$ cat config.mk
export PLATFORM = sky130hd
export DESIGN_NAME = button_conditioner
export DESIGN_NICKNAME = d
export VERILOG_FILES = /design/src/rtl/button_conditioner_pkg.sv /design/src/rtl/button_conditioner_channel.sv /design/src/rtl/button_conditioner.sv
export SDC_FILE = /design/constraint.sdc
export NUM_CORES = 1
export LEC_CHECK = 0
export BUFFER_PORTS_ARGS = -buffer_cell sky130_fd_sc_hd__buf_2
export CAP_MARGIN = 0
export CORE_MARGIN = 5
export CORE_UTILIZATION = 44
export CTS_CLUSTER_SIZE = 25
export DETAILED_ROUTE_END_ITERATION = 10
export HOLD_SLACK_MARGIN = 0.05
export SLEW_MARGIN = 20
export SYNTH_ARGS = -nofsm -noshare
export SYNTH_HDL_FRONTEND = slang
export SYNTH_SLANG_ARGS = --single-unit
$ cat constraint.sdc
create_clock -name clk -period 2.55 [get_ports clk]
set_clock_uncertainty 0.2 [all_clocks]
set_input_delay 0.1275 -clock clk [delete_from_list [all_inputs] [get_ports clk]]
set_output_delay 0.1275 -clock clk [all_outputs]
set_load 0.02 [all_outputs]
$ cat src/rtl/button_conditioner_pkg.sv
// rtl/button_conditioner_pkg.sv - shared button indices and repeat-FSM encodings
//
// Purpose: constants shared by the button conditioner and the mode FSM that
//          consumes its strobes.
// Contents: button channel indices, channel count, repeat-FSM state type.
package button_conditioner_pkg;

  localparam int N_BTN = 5;

  localparam int BTN_LEFT   = 0;
  localparam int BTN_RIGHT  = 1;
  localparam int BTN_CENTER = 2;
  localparam int BTN_UP     = 3;
  localparam int BTN_DOWN   = 4;

  typedef enum logic [1:0] {
    IDLE   = 2'b00,
    HOLD   = 2'b01,
    REPEAT = 2'b10
  } rpt_state_t;

endpackage

$ cat src/rtl/button_conditioner_channel.sv
// rtl/button_conditioner_channel.sv - one button: synchronizer, debounce, press strobe, auto-repeat
//
// Purpose: conditions a single raw push-button into a debounced level and
//          one-cycle press strobes, optionally auto-repeating while held.
// Ports:
//   clk    in   system clock, rising edge
//   rst    in   asynchronous active-low reset
//   raw    in   raw asynchronous button level, 1 = pressed
//   level  out  debounced registered level
//   pulse  out  registered one-cycle press / repeat strobe
module btn_channel
  import button_conditioner_pkg::*;
#(
  parameter int DEBOUNCE_CYCLES = 1000000,
  parameter int HOLD_CYCLES     = 50000000,
  parameter int REPEAT_CYCLES   = 20000000,
  parameter bit REPEAT_EN       = 1'b0
) (
  input  logic clk,
  input  logic rst,
  input  logic raw,
  output logic level,
  output logic pulse
);

  localparam int DB_W   = $clog2(DEBOUNCE_CYCLES) + 1;
  localparam int HOLD_W = $clog2(HOLD_CYCLES) + 1;
  localparam int REP_W  = $clog2(REPEAT_CYCLES) + 1;

  // Counters act on the "last" value rather than the full count so that the
  // transition happens on the cycle the count would reach the target.
  localparam logic [DB_W-1:0]   DB_LAST   = DB_W'(DEBOUNCE_CYCLES - 1);
  localparam logic [HOLD_W-1:0] HOLD_LAST = HOLD_W'(HOLD_CYCLES - 1);
  localparam logic [REP_W-1:0]  REP_LAST  = REP_W'(REPEAT_CYCLES - 1);

  logic [1:0]        sync_q;
  logic              sync_in;
  logic [DB_W-1:0]   db_cnt, db_cnt_d;
  logic              toggle;
  logic              rise, fall;
  rpt_state_t        state, state_d;
  logic [HOLD_W-1:0] hold_cnt, hold_cnt_d;
  logic [REP_W-1:0]  rep_cnt, rep_cnt_d;
  logic              rpt_pulse;

  assign sync_in = sync_q[1];

  always_ff @(posedge clk or negedge rst) begin
    if (!rst) begin
      sync_q <= 2'b00;
    end else begin
      sync_q <= {sync_q[0], raw};
    end
  end

  // Any cycle where the synchronized input agrees with the accepted level
  // restarts the count, so bounces shorter than the window are discarded.
  always_comb begin
    db_cnt_d = '0;
    toggle   = 1'b0;
    if (sync_in != level) begin
      if (db_cnt == DB_LAST) begin
        toggle = 1'b1;
      end else begin
        db_cnt_d = db_cnt + DB_W'(1);
      end
    end
  end

  assign rise = toggle & ~level;
  assign fall = toggle & level;

  // Repeat FSM tracks the level as it is being updated, so HOLD starts on
  // the same edge as the press strobe and a falling level cancels any
  // repeat strobe due that cycle.
  always_comb begin
    state_d    = state;
    hold_cnt_d = hold_cnt;
    rep_cnt_d  = rep_cnt;
    rpt_pulse  = 1'b0;
    case (state)
      IDLE: begin
        hold_cnt_d = '0;
        rep_cnt_d  = '0;
        if (rise && REPEAT_EN) begin
          state_d = HOLD;
        end
      end
      HOLD: begin
        if (fall) begin
          state_d    = IDLE;
          hold_cnt_d = '0;
          rep_cnt_d  = '0;
        end else if (hold_cnt == HOLD_LAST) begin
          state_d   = REPEAT;
          rep_cnt_d = '0;
          rpt_pulse = 1'b1;
        end else begin
          hold_cnt_d = hold_cnt + HOLD_W'(1);
        end
      end
      REPEAT: begin
        if (fall) begin
          state_d    = IDLE;
          hold_cnt_d = '0;
          rep_cnt_d  = '0;
        end else if (rep_cnt == REP_LAST) begin
          rep_cnt_d = '0;
          rpt_pulse = 1'b1;
        end else begin
          rep_cnt_d = rep_cnt + REP_W'(1);
        end
      end
      default: begin
        state_d    = IDLE;
        hold_cnt_d = '0;
        rep_cnt_d  = '0;
      end
    endcase
  end

  always_ff @(posedge clk or negedge rst) begin
    if (!rst) begin
      db_cnt   <= '0;
      level    <= 1'b0;
      pulse    <= 1'b0;
      state    <= IDLE;
      hold_cnt <= '0;
      rep_cnt  <= '0;
    end else begin
      db_cnt   <= db_cnt_d;
      level    <= level ^ toggle;
      pulse    <= rise | rpt_pulse;
      state    <= state_d;
      hold_cnt <= hold_cnt_d;
      rep_cnt  <= rep_cnt_d;
    end
  end

endmodule

$ cat src/rtl/button_conditioner.sv
// rtl/button_conditioner.sv - debounced levels and press strobes for the front-panel buttons
//
// Purpose: N_BTN independent button channels; channels selected by
//          REPEAT_MASK auto-repeat while held.
// Ports:
//   clk        in   system clock, rising edge
//   rst        in   asynchronous active-low reset
//   btn_raw    in   raw button levels, 1 = pressed
//   btn_level  out  debounced registered levels
//   btn_pulse  out  one-cycle press / repeat strobes
module button_conditioner #(
  parameter int               N_BTN           = 5,
  parameter int               DEBOUNCE_CYCLES = 1000000,
  parameter int               HOLD_CYCLES     = 50000000,
  parameter int               REPEAT_CYCLES   = 20000000,
  parameter logic [N_BTN-1:0] REPEAT_MASK     = 5'b11000
) (
  input  logic             clk,
  input  logic             rst,
  input  logic [N_BTN-1:0] btn_raw,
  output logic [N_BTN-1:0] btn_level,
  output logic [N_BTN-1:0] btn_pulse
);

  for (genvar i = 0; i < N_BTN; i++) begin : g_ch
    btn_channel #(
      .DEBOUNCE_CYCLES (DEBOUNCE_CYCLES),
      .HOLD_CYCLES     (HOLD_CYCLES),
      .REPEAT_CYCLES   (REPEAT_CYCLES),
      .REPEAT_EN       (REPEAT_MASK[i])
    ) u_ch (
      .clk   (clk),
      .rst   (rst),
      .raw   (btn_raw[i]),
      .level (btn_level[i]),
      .pulse (btn_pulse[i])
    );
  end

endmodule

==> flow_summary.toml <==
[outcome]
status = "finished, final reports clean"

[power_and_ir_drop]
switching_power_mw = 1.68
internal-power_mw = 6.39
p_clk_share_pct = 50.8
cellPowerDensity_mw_per_mm2 = 555
ir_drop_mv = 0.425
p_sw_share_pct = 20.8
pwr-share-seq_pct = 46.9
leakage_nw = 6.03
power.total_mw = 8.06
power_frac_comb_pct = 2.3

[timing]
setup_viol = 0
worst_pin_slew_ns = 0.636
finalHoldViolations = 0
timing.hold.ws_ns = 0.148
slew_viol_final = 0
relSlewSlack_pct = 57.6
finalCriticalPeriod_ns = 2.46
fmax_mhz = 406
period_share_pct = 96.6

[detailed_routing]
viasPerCell = 5.46
antenna_left = 0
drt_pass1_iterations = 5
vias = 9841
wirelength_um = 26200
drc = 0
wl_per_cell_um = 14.6
drt-initial-drc-count = 549

[global_route]
grt_antenna_before_repair = 0
grt_usage_pct = 16.7
grt_pass1_vias = 9383
grt_max_degree = 67
grt-ovfl-total = 0
grt_pass1_wl_um = 45200

[min_path]
hp-class = "reg2reg"

[clock_tree]
cts-root-buf = "clkbuf_16"
cts-htree-levels = 1
clkSinkCount = 235
cts_buffers = 28
tritoncts = "done"
clock_latency_ns = 0.53
clk_pin_slew_ns = 0.06
clock_tree.buffer_depth = 3

[synthesis]
ys_async_sr_fraction_pct = 100
yosys_warnings = 0
syn_area_per_cell_um2 = 9.39
synthesis.instances = 1313
synth_top_cell_by_area = "dfrtp_1"
syn_nets = 1335
synth_flop_cell = "dfrtp_1"
synth_edf_count = 0
yosysUniqueCellTypes = 71
synth_top_area_share_pct = 47.7
synthTopCellsByArea = "dfrtp_1, nor2_1, xor2_1, xnor2_1, nand3_1"
synth-seq-area-share_pct = 47.7
synth-seq-cells = 235
syn_area_mm2 = 0.0123

[worst_setup_path]
worstPathArrival_ns = 2.71
crit_fanout = 16
cp-end-kind = "flip-flop"
worstPathRequired_ns = 2.80
path_class = "reg2reg"
cp-start-kind = "flip-flop"

[placement]
portBuffers = 16
post-dp-hpwl_um = 17800
place_congestion = 0.843
dpl-instance-area_mm2 = 0.0133
placedCellCount = 1737

[layout]
fin_nets = 1428
finalInstanceArea_mm2 = 0.0145
final_layout_size_suffix_gt1_share_pct = 13.3
diodes = 0
finalNonFillerCells = 1803
final_util_pct = 52.4
fill_cells = 2518
seqCellArea_mm2 = 0.00588
multiInputGateArea_mm2 = 0.00612
area_growth_pct = 17.9

[die]
core_mm2 = 0.0277
die_x_um = 177
die_h_um = 177
io_pins = 17
start_util_pct = 44.5
die_area_mm2 = 0.0315
rows = 61

[job]
cap_violations = 0
flip-flops by register name, summed over array words and instances (netlist names), named ones only:
| name | cells |
|---|---|
| g_ch.u_ch.db_cnt | 105 |
| g_ch.u_ch.hold_cnt | 54 |
| g_ch.u_ch.state | 4 |
| g_ch.u_ch.rep_cnt | 52 |
| g_ch.u_ch.pulse | 5 |
| g_ch.u_ch.sync_q | 10 |
layout make-up:
| class | instances | area share, % |
|---|---|---|
| clock buffer | 40 | 5.76 |
| inverter | 28 | 0.723 |
| timing repair buffer | 115 | 6.79 |
| multi-input combinational | 998 | 42.1 |
| clock inverter | 9 | 0.870 |
| sequential | 235 | 40.5 |
| tap | 378 | 3.26 |
per-stage QoR:
stage,setup slack (ns),TNS [ns]
floorplan,0.135,0
global placement,0.0107,0
detailed placement,-0.0662,-0.182
CTS,0.0167,0
global route,-0.00231,-0.00234
finish,0.0862,0
final timing paths:
path,start,cells after the start,to,slack (ns)
setup / recovery,g_ch[4].u_ch.hold_cnt[20],7,g_ch[4].u_ch.rep_cnt[20],0.09
hold / removal,g_ch[0].u_ch.sync_q[0],0,g_ch[0].u_ch.sync_q[1],0.15
setup reg to reg,g_ch[4].u_ch.hold_cnt[20],7,g_ch[4].u_ch.rep_cnt[20],0.09
hold reg to reg,g_ch[0].u_ch.sync_q[0],0,g_ch[0].u_ch.sync_q[1],0.15
max in group asynchronous,rst,4,g_ch[3].u_ch.db_cnt[15],0.93
min in group asynchronous,rst,3,g_ch[0].u_ch.db_cnt[4],0.45
worst max-delay path: stages, from the launching register on:
cell	delay, ns
dfrtp_1	0.41
nand4_1	0.15
or4_4	0.58
o21ai_4	0.20
buf_4	0.15
nor2_2	0.12
or3_1	0.39
a21oi_1	0.17
Yosys cell counts, types with 4 or more instances:
cell type / n
mux2_2: 6
a21oi_1: 41
and2_1: 6
o31ai_1: 9
nor2_1: 196
a21o_1: 15
nor2b_1: 8
a22o_1: 8
nor3b_1: 7
o211ai_1: 9
nand3_1: 86
a31oi_1: 7
nand4_1: 42
or3_1: 24
o2111ai_1: 11
buf_4: 14
o21ai_0: 76
mux2i_1: 5
xor2_1: 76
nand2_1: 97
nand2b_1: 9
or4_1: 5
nor4_1: 25
clkbuf_1: 20
inv_1: 28
dfrtp_1: 235
o21a_1: 4
and4_1: 19
or2_2: 4
buf_2: 15
xnor2_1: 51
nor3_1: 42
and3_1: 34
nor4b_1: 10
ha_1: 15
power by group through the flow:
stage / sequential [mW] / combinational (mW) / clock, mW
after global routing: 3.78 / 0.220 / 4.37
final: 3.78 / 0.184 / 4.10
after floorplan: 3.84 / 0.0568 / 0
after global placement: 3.85 / 0.177 / 0
after CTS: 3.78 / 0.195 / 4.24
after detailed placement: 3.85 / 0.180 / 0
kinds of logic (layout without fill, tap and decap cells):
group,count (synthesis),after routing,share of synthesized area (%)
flops,235,235,47.7
fa+ha+maj,15,15,1.52
simple gates,636,636,26.5
compound gates,209,209,11.1
xor+xnor,127,127,9.02
buf+inv,80,192,3.20
mux,11,11,0.954
layout by cell type (no fill, tap or decap), drive strengths merged, types with 40 or more instances in the layout:
master  synthesis  final
nand2          97     97
dfrtp         235    235
a21oi          41     41
o21ai          81     81
xnor2          51     51
nand3          87     87
nand4          43     43
nor2          197    197
nor3           43     43
xor2           76     76
clkbuf         20     40
buf            32    103
timing repair:
action / in CTS / in global routing
resized for setup: 1 / 13
setup endpoints to repair: 6 / 30
setup buffers: 0 / 5
endpoints found under the hold margin: 240 / 0
pin swaps: 0 / 6
hold buffers: 12 / 0
layer usage:
layer	routed length [um]	GRT usage, %	share of wire, %	vias up
li1	-	-	-	4877
met1	13300	25.2	51	4777
met2	11500	25.6	44	150
met3	917	2.24	3.5	37
met4	520	4.13	2.0	0
met5	0	0	0	-
Power figures use the tool's default switching activity.
